## config.mk

```make
export PLATFORM = sky130hd
export DESIGN_NAME = pipeline_hazard_ctrl
export DESIGN_NICKNAME = d
export VERILOG_FILES = /design/src/rtl/pipeline_hazard_ctrl.sv
export SDC_FILE = /design/constraint.sdc
export NUM_CORES = 1
export LEC_CHECK = 0
export CORE_MARGIN = 5
export CORE_UTILIZATION = 52
export CTS_CLUSTER_DIAMETER = 80
export CTS_CLUSTER_SIZE = 14
export DETAILED_ROUTE_END_ITERATION = 12
export PLACE_DENSITY = 0.84
export SLEW_MARGIN = 25
export SYNTH_ARGS = -nofsm -noshare
export SYNTH_HDL_FRONTEND = slang
export SYNTH_SLANG_ARGS = --single-unit
```

## constraint.sdc

```tcl
create_clock -name clk -period 5.1 [get_ports clk]
set_clock_uncertainty 0.1 [all_clocks]
set_input_delay 1.275 -clock clk [delete_from_list [all_inputs] [get_ports clk]]
set_output_delay 1.275 -clock clk [all_outputs]
set_load 0.05 [all_outputs]
```

## src/rtl/pipeline_hazard_ctrl.sv

```systemverilog
// Pipeline register control: load-use bubbles, branch flushes, memory stalls, debug halt/step.
// Build with PIPE_CTRL_HALT_ON_RESET_EN defined to come out of reset already halted.
module pipeline_hazard_ctrl #(
    parameter int unsigned DRAIN_CYCLES = 4
) (
    input  logic clk,
    input  logic rst,
    input  logic load_use_hazard_i,
    input  logic branch_taken_i,
    input  logic mem_busy_i,
    input  logic dbg_halt_req_i,
    input  logic dbg_resume_req_i,
    input  logic dbg_step_req_i,
    output logic pc_write_en_o,
    output logic if_id_write_en_o,
    output logic global_stall_o,
    output logic global_flush_o,
    output logic if_id_flush_o,
    output logic id_ex_flush_o,
    output logic halted_o,
    output logic step_done_o
);

    typedef enum logic [1:0] {RUN, DRAIN, HALTED, STEP} state_e;

    localparam logic [3:0] DRAIN_LD = 4'(DRAIN_CYCLES);

`ifdef PIPE_CTRL_HALT_ON_RESET_EN
    localparam state_e RST_STATE  = HALTED;
    localparam logic   RST_HALTED = 1'b1;
`else
    localparam state_e RST_STATE  = RUN;
    localparam logic   RST_HALTED = 1'b0;
`endif

    state_e     state_q, state_d;
    logic [3:0] cnt_q, cnt_d;
    logic       step_active_q, step_active_d;
    logic       halted_q, halted_d;
    logic       step_done_q, step_done_d;
    logic       post_flush_q;

    always_comb begin
        state_d          = state_q;
        cnt_d            = cnt_q;
        step_active_d    = step_active_q;
        step_done_d      = 1'b0;
        pc_write_en_o    = 1'b0;
        if_id_write_en_o = 1'b0;
        global_stall_o   = 1'b0;
        if_id_flush_o    = 1'b0;
        id_ex_flush_o    = 1'b0;
        if (rst) begin
            state_d = RST_STATE;
        end else if (mem_busy_i) begin
            global_stall_o = 1'b1;
        end else begin
            unique case (state_q)
                RUN: begin
                    pc_write_en_o    = 1'b1;
                    if_id_write_en_o = 1'b1;
                    if (branch_taken_i) begin
                        if_id_flush_o = 1'b1;
                        id_ex_flush_o = 1'b1;
                    end else if (load_use_hazard_i) begin
                        pc_write_en_o    = 1'b0;
                        if_id_write_en_o = 1'b0;
                        id_ex_flush_o    = 1'b1;
                    end else if (dbg_halt_req_i) begin
                        state_d = DRAIN;
                        cnt_d   = DRAIN_LD;
                    end
                end
                DRAIN: begin
                    if_id_write_en_o = 1'b1;
                    if_id_flush_o    = 1'b1;
                    if (branch_taken_i) begin
                        // Capture the redirect target, then restart the drain
                        pc_write_en_o = 1'b1;
                        id_ex_flush_o = 1'b1;
                        cnt_d         = DRAIN_LD;
                    end else begin
                        cnt_d = cnt_q - 4'd1;
                        if (cnt_q == 4'd1) begin
                            state_d       = HALTED;
                            step_active_d = 1'b0;
                            step_done_d   = step_active_q;
                        end
                    end
                end
                HALTED: begin
                    if_id_flush_o = 1'b1;
                    id_ex_flush_o = 1'b1;
                    if (dbg_resume_req_i) begin
                        state_d = RUN;
                    end else if (dbg_step_req_i) begin
                        state_d = STEP;
                    end
                end
                STEP: begin
                    pc_write_en_o    = 1'b1;
                    if_id_write_en_o = 1'b1;
                    state_d          = DRAIN;
                    cnt_d            = DRAIN_LD;
                    step_active_d    = 1'b1;
                end
                default: state_d = RUN;
            endcase
        end
        halted_d = (state_d == HALTED);
    end

    assign global_flush_o = rst | post_flush_q;
    assign halted_o       = halted_q;
    assign step_done_o    = step_done_q;

    always_ff @(posedge clk) begin
        if (rst) begin
            state_q       <= RST_STATE;
            cnt_q         <= 4'd0;
            step_active_q <= 1'b0;
            halted_q      <= RST_HALTED;
            step_done_q   <= 1'b0;
            post_flush_q  <= 1'b1;
        end else begin
            state_q       <= state_d;
            cnt_q         <= cnt_d;
            step_active_q <= step_active_d;
            halted_q      <= halted_d;
            step_done_q   <= step_done_d;
            post_flush_q  <= 1'b0;
        end
    end

endmodule

```

==> impl_metrics.toml, run 1 <==
[routing]
drc_errors = 0
first_iter_violations = 6
antenna_left = 0
viasPerCell = 5.893
first_pass_iters = 4
detail_route.wirelength_um = 1557
vias = 660
wl_per_cell_um = 13.90

[power]
leakage_nw = 0.3063
power_density_nw_per_um2 = 196.4
ir_worst_vdd_v = 0.0001764
totalPowerFinal_mw = 0.1757

[job]
max-cap-violations = 0

[finish]
n_antenna_cell = 0
mostFrequentLayoutCells = "clkdlybuf4s50_1 (15), dfxtp_1 (10), a21oi_1 (7), ha_1 (7)"
final_common_cell = "clkdlybuf4s50_1"
drive_gt1_share_pct = 12.37
nets = 114
syn2layout_area_growth_pct = 25.66
final_cells = 112
n_fill_cell = 124

[synthesis]
synth-async-reset-ratio_pct = 0
yosysWarnings = 0
synth_area_per_cell_um2 = 8.682
syn_inst = 82
synth_cell_type_count = 32
synth_fp_nets = 97
seq_area_frac_synth_pct = 28.12
synthesis.area_um2 = 711.9
synth-edff-count = 0
synth_seq_cells = 10
ys.flop_type = "dfxtp_1"

[timing]
clock.fmax_mhz = 217.7
rsz0062_at_grt = "false"
setup_violations = 0
fin_setup_tns_ps = 0
worst_pin_slew_ps = 565.8
final_hold_viol_count = 0
fin_crit_sh_pct = 90.05
maxSlewViolCount = 0
hold_slack_ps = 382.6
relSlewSlack_pct = 62.16
fin_crit_ps = 4593

[worst_setup_path]
worst_setup_path_start_kind = "input port"
path_class = "input port to output port"
crit_top_cell = "clkdlybuf4s50_1"
r2r-end = "halted_o"
end_kind = "output port"
crit_fanout = 16
r2r_cells = 5
r2r_slack_ps = 3150
worstPathRequired_ps = 3720
crit-reg2reg-launch = "state_q[0]"
cp.arrival_ps = 3220
slowest_stage = "clkdlybuf4s50_1"
max_stage_delay_ps = 850
crit_chain = "clkdlybuf4s50_1 -> nor4_1 -> clkdlybuf4s50_1"

[placement]
dpl.hpwl_um = 1201
dp_cells = 109
port_buffers = 15
gp_congestion = 0.8623

[clock_network]
cts_resized = 0
htreeDepth = 1
clk_pin_slew_ps = 60
cts_setup_buffers = 0
cts-root-buf = "clkbuf_4"
cts_hold_buf = 0
cts_buffers = 3
tritoncts = "done"
cts.path.max_buffers = 2
clock-sinks = 10
clock_latency_ps = 260

[min_path]
min-delay-start = "step_active_q"
holdPathStages = 2
min_path_type = "register to register"
min_to = "step_active_q"

[die]
fp-row-count = 13
die-height_um = 47
die_x_um = 47
pin_count = 16
coreArea_um2 = 1301
fp.dieArea_um2 = 2209
start_util_pct = 54.71

[outcome]
status = "finished clean"

[global_route]
grt_max_degree = 17
grt_pass1_wl_um = 2725
grt_antenna_before_repair = 0
grt_pass1_vias = 645
grt_overflow = 0
grtUsageTotal_pct = 16.96
## synth_stat cells (2+ instances only)
cell	instances	area, um^2
dfxtp_1	10	200.2
a21oi_1	7	35.03
ha_1	7	87.58
nand2b_1	6	37.54
nor2_1	6	22.52
nor4_1	5	31.28
inv_1	4	15.01
nor2b_1	4	25.02
a211oi_1	3	22.52
clkbuf_1	3	11.26
nand2_1	3	11.26
nor3_1	2	10.01
nor3b_1	2	15.01
or2_2	2	12.51
## report_power, final
group,internal (mW),switching [mW],leakage (nW)
sequential,0.0794,0.00142,0.0811
clock,0.0272,0.0250,0.0138
combinational,0.0181,0.0245,0.211
total,0.125,0.0509,0.306
## registers in the layout (all words and copies together) (netlist names)
signal         count
step_done_o        1
post_flush_q       1
step_active_q      1
cnt_q              4
halted_o           1
state_q            2
## worst max-delay path by stage
| stage | cells past startpoint | slack [ps] | startpoint | end |
|---|---|---|---|---|
| after floorplan | 2 | 700 | rst | if_id_write_en_o |
| after global placement | 3 | 570 | rst | id_ex_flush_o |
| after detailed placement | 3 | 510 | rst | if_id_write_en_o |
| after CTS | 3 | 510 | rst | if_id_write_en_o |
| after global routing | 3 | 430 | rst | id_ex_flush_o |
| final | 3 | 510 | rst | if_id_write_en_o |
## cell type report
| class | count | area, um^2 | area share (%) |
|---|---|---|---|
| clock buffer | 3 | 22.52 | 2.517 |
| inverter | 4 | 15.01 | 1.678 |
| multi-input combinational | 64 | 480.5 | 53.71 |
| sequential | 10 | 200.2 | 22.38 |
| tap | 15 | 18.77 | 2.098 |
| timing repair buffer | 16 | 157.7 | 17.62 |
## through the flow
step | setup WS [ps] | util (%) | cell area [um^2]
after floorplan | 699.0 | - | 711.9
after global placement | 570.9 | 67.02 | 872.1
final | 507.3 | 68.75 | 894.6
after detailed placement | 512.2 | 67.02 | 872.1
after CTS | 513.0 | 68.75 | 894.6
after global routing | 433.7 | 68.75 | 894.6
## critical path, delay by kind of cell
family / cells / cell delay, ps
simple gates: 1 / 390
buf+inv: 2 / 1550
## logic make-up (layout without fill, tap and decap cells)
kind of cell	after synthesis	count (layout)	share of synthesized area, %
mux	1	1	1.406
flops	10	10	28.12
buf+inv	8	23	4.392
simple gates	34	34	28.29
fa+ha+maj	7	7	12.30
compound gates	22	22	25.48
## layer usage
| layer | wire, um | track usage, % |
|---|---|---|
| met1 | 676 | 19.82 |
| met5 | 0 | 0 |
| met2 | 777 | 28.46 |
| met3 | 79 | 6.513 |
| met4 | 24 | 5.525 |
Note: power is estimated with default switching activity, not from simulation.
==> run 2: changes to the inputs <==
--- a/config.mk
+++ b/config.mk
@@ -8,9 +8,9 @@
 export CORE_MARGIN = 5
 export CORE_UTILIZATION = 52
 export CTS_CLUSTER_DIAMETER = 80
-export CTS_CLUSTER_SIZE = 14
 export DETAILED_ROUTE_END_ITERATION = 12
 export PLACE_DENSITY = 0.84
+export SKIP_LAST_GASP = 1
 export SLEW_MARGIN = 25
 export SYNTH_ARGS = -nofsm -noshare
 export SYNTH_HDL_FRONTEND = slang
==> results of run 2 <==
The final DEF is identical to that of run 1; final timing and power are the same.
==> run 3: changes to the inputs <==
==> constraint.sdc (replaced) <==
create_clock -name clk -period 5.1 [get_ports clk]
set_clock_uncertainty 0.1 [all_clocks]
set_input_delay 1.53 -clock clk [delete_from_list [all_inputs] [get_ports clk]]
set_output_delay 1.53 -clock clk [all_outputs]
set_load 0.05 [all_outputs]
==> impl_metrics.toml, run 3 (synthesized netlist as in run 1, its figures left out) <==
[finish]
final_util_pct = 73.08
nets = 115
top_regs = "cnt_q x4, state_q x2"
largest_register_ff_count = 4
final_common_cell = "dfxtp_1"
mostFrequentLayoutCells = "dfxtp_1 (10), clkdlybuf4s50_1 (9), a21oi_1 (7), ha_1 (7)"
drive_gt1_share_pct = 20.20
regMostFlops = "cnt_q"
syn2layout_area_growth_pct = 33.57
n_antenna_cell = 0

[timing]
relSlewSlack_pct = 65.39
fin_crit_sh_pct = 90.74
rsz0062_at_grt = "false"
final_hold_viol_count = 0
clock.fmax_mhz = 216.1
fin_setup_tns_ps = 0
maxSlewViolCount = 0
setup_violations = 0
fin_crit_ps = 4628
post-route-worst-setup-slack_ps = 472.1
worst_pin_slew_ps = 514.4

[power]
totalPowerFinal_mw = 0.2026
power_density_nw_per_um2 = 213.0
leakage_nw = 0.3400
ir_worst_vdd_v = 0.0001537

[placement]
dpl.hpwl_um = 1301
dp_slack_ps = 488.7
port_buffers = 15
gp_congestion = 0.8149

[die]
fp.dieArea_um2 = 2209
fp-row-count = 13
start_util_pct = 54.71
die_x_um = 47
coreArea_um2 = 1301
pin_count = 16
die-height_um = 47

[clock_network]
htreeDepth = 1
cts_hold_buf = 0
cts_setup_buffers = 0
cts_resized = 0
cts-root-buf = "clkbuf_4"
cts_buffers = 3
clock-sinks = 10
cts.path.max_buffers = 2
clk_pin_slew_ps = 70
tritoncts = "done"
clock_latency_ps = 270

[min_path]
min_path_type = "register to register"

[routing]
antenna_left = 0
wl_per_cell_um = 14.61
first_iter_violations = 18
vias = 674
detail_route.wirelength_um = 1665
viasPerCell = 5.912
drc_errors = 0
first_pass_iters = 4

[global_route]
grt_pass1_wl_um = 2842
grt_max_degree = 13
grt_antenna_before_repair = 0
grt_overflow = 0
grtUsageTotal_pct = 18.21
grt_pass1_vias = 656

[worst_setup_path]
crit_chain = "clkdlybuf4s50_1 -> nand2b_1 -> a21oi_1 -> nor4_1 -> buf_12"
end_kind = "output port"
worstPathRequired_ps = 3470
crit_fanout = 9
max_stage_delay_ps = 610
r2r_slack_ps = 3160
cp.arrival_ps = 3000
path_class = "input port to output port"
slowest_stage = "clkdlybuf4s50_1"
worst_setup_path_start_kind = "input port"

[outcome]
status = "finished clean"

[job]
max-cap-violations = 0
==> run 3: changes by cell type in the layout (fill, tap and decap cells not counted), sizes merged <==
cell | previous run | this run
clkbuf | 3 | 4
clkdlybuf4s50 | 15 | 9
buf | 1 | 8
==> run 3: layer usage <==
layer	up-vias	wire, um	GRT usage [%]	share of wire (%)
met2	9	837	29.81	50
met5	-	0	0	0
li1	335	-	-	-
met1	326	761	21.89	46
met3	4	51	6.130	3.1
met4	0	14	7.182	0.84
==> run 3: final cells by class <==
class                      count  area, um^2
clock buffer                   4       36.28
fill                         106       350.3
inverter                       4       15.01
multi-input combinational     64       480.5
sequential                    10       200.2
tap                           15       18.77
timing repair buffer          17       200.2
==> run 3: path summary, 6_finish.rpt <==
check / cells after the start / end / from
worst min-delay path: 2 / step_active_q / step_active_q
worst max-delay path: 5 / pc_write_en_o / branch_taken_i
worst max register to register: 5 / halted_o / state_q[0]
worst min register to register: 2 / step_active_q / step_active_q
==> run 3: worst max-delay path: cells and delay by family <==
family                 cells  cell delay (ps)
buffers and inverters      2              820
AND/OR/NAND/NOR            2              580
AO/OA/AOI/OAI              1               70
==> run 3: per-stage QoR <==
| stage | instances | cell area, um^2 | hold slack [ps] |
|---|---|---|---|
| after floorplan | 82 | 711.9 | 339.2 |
| after global placement | 110 | 914.6 | 349.9 |
| after detailed placement | 110 | 914.6 | 358.7 |
| after CTS | 114 | 950.9 | 368.3 |
| after global routing | 114 | 950.9 | 400.3 |
| final | 114 | 950.9 | 375.1 |
==> run 3: where the power goes <==
part	total (mW)	switching [mW]	internal [mW]
sequential	0.0807	0.00130	0.0794
combinational	0.0486	0.0264	0.0222
clock	0.0733	0.0299	0.0434
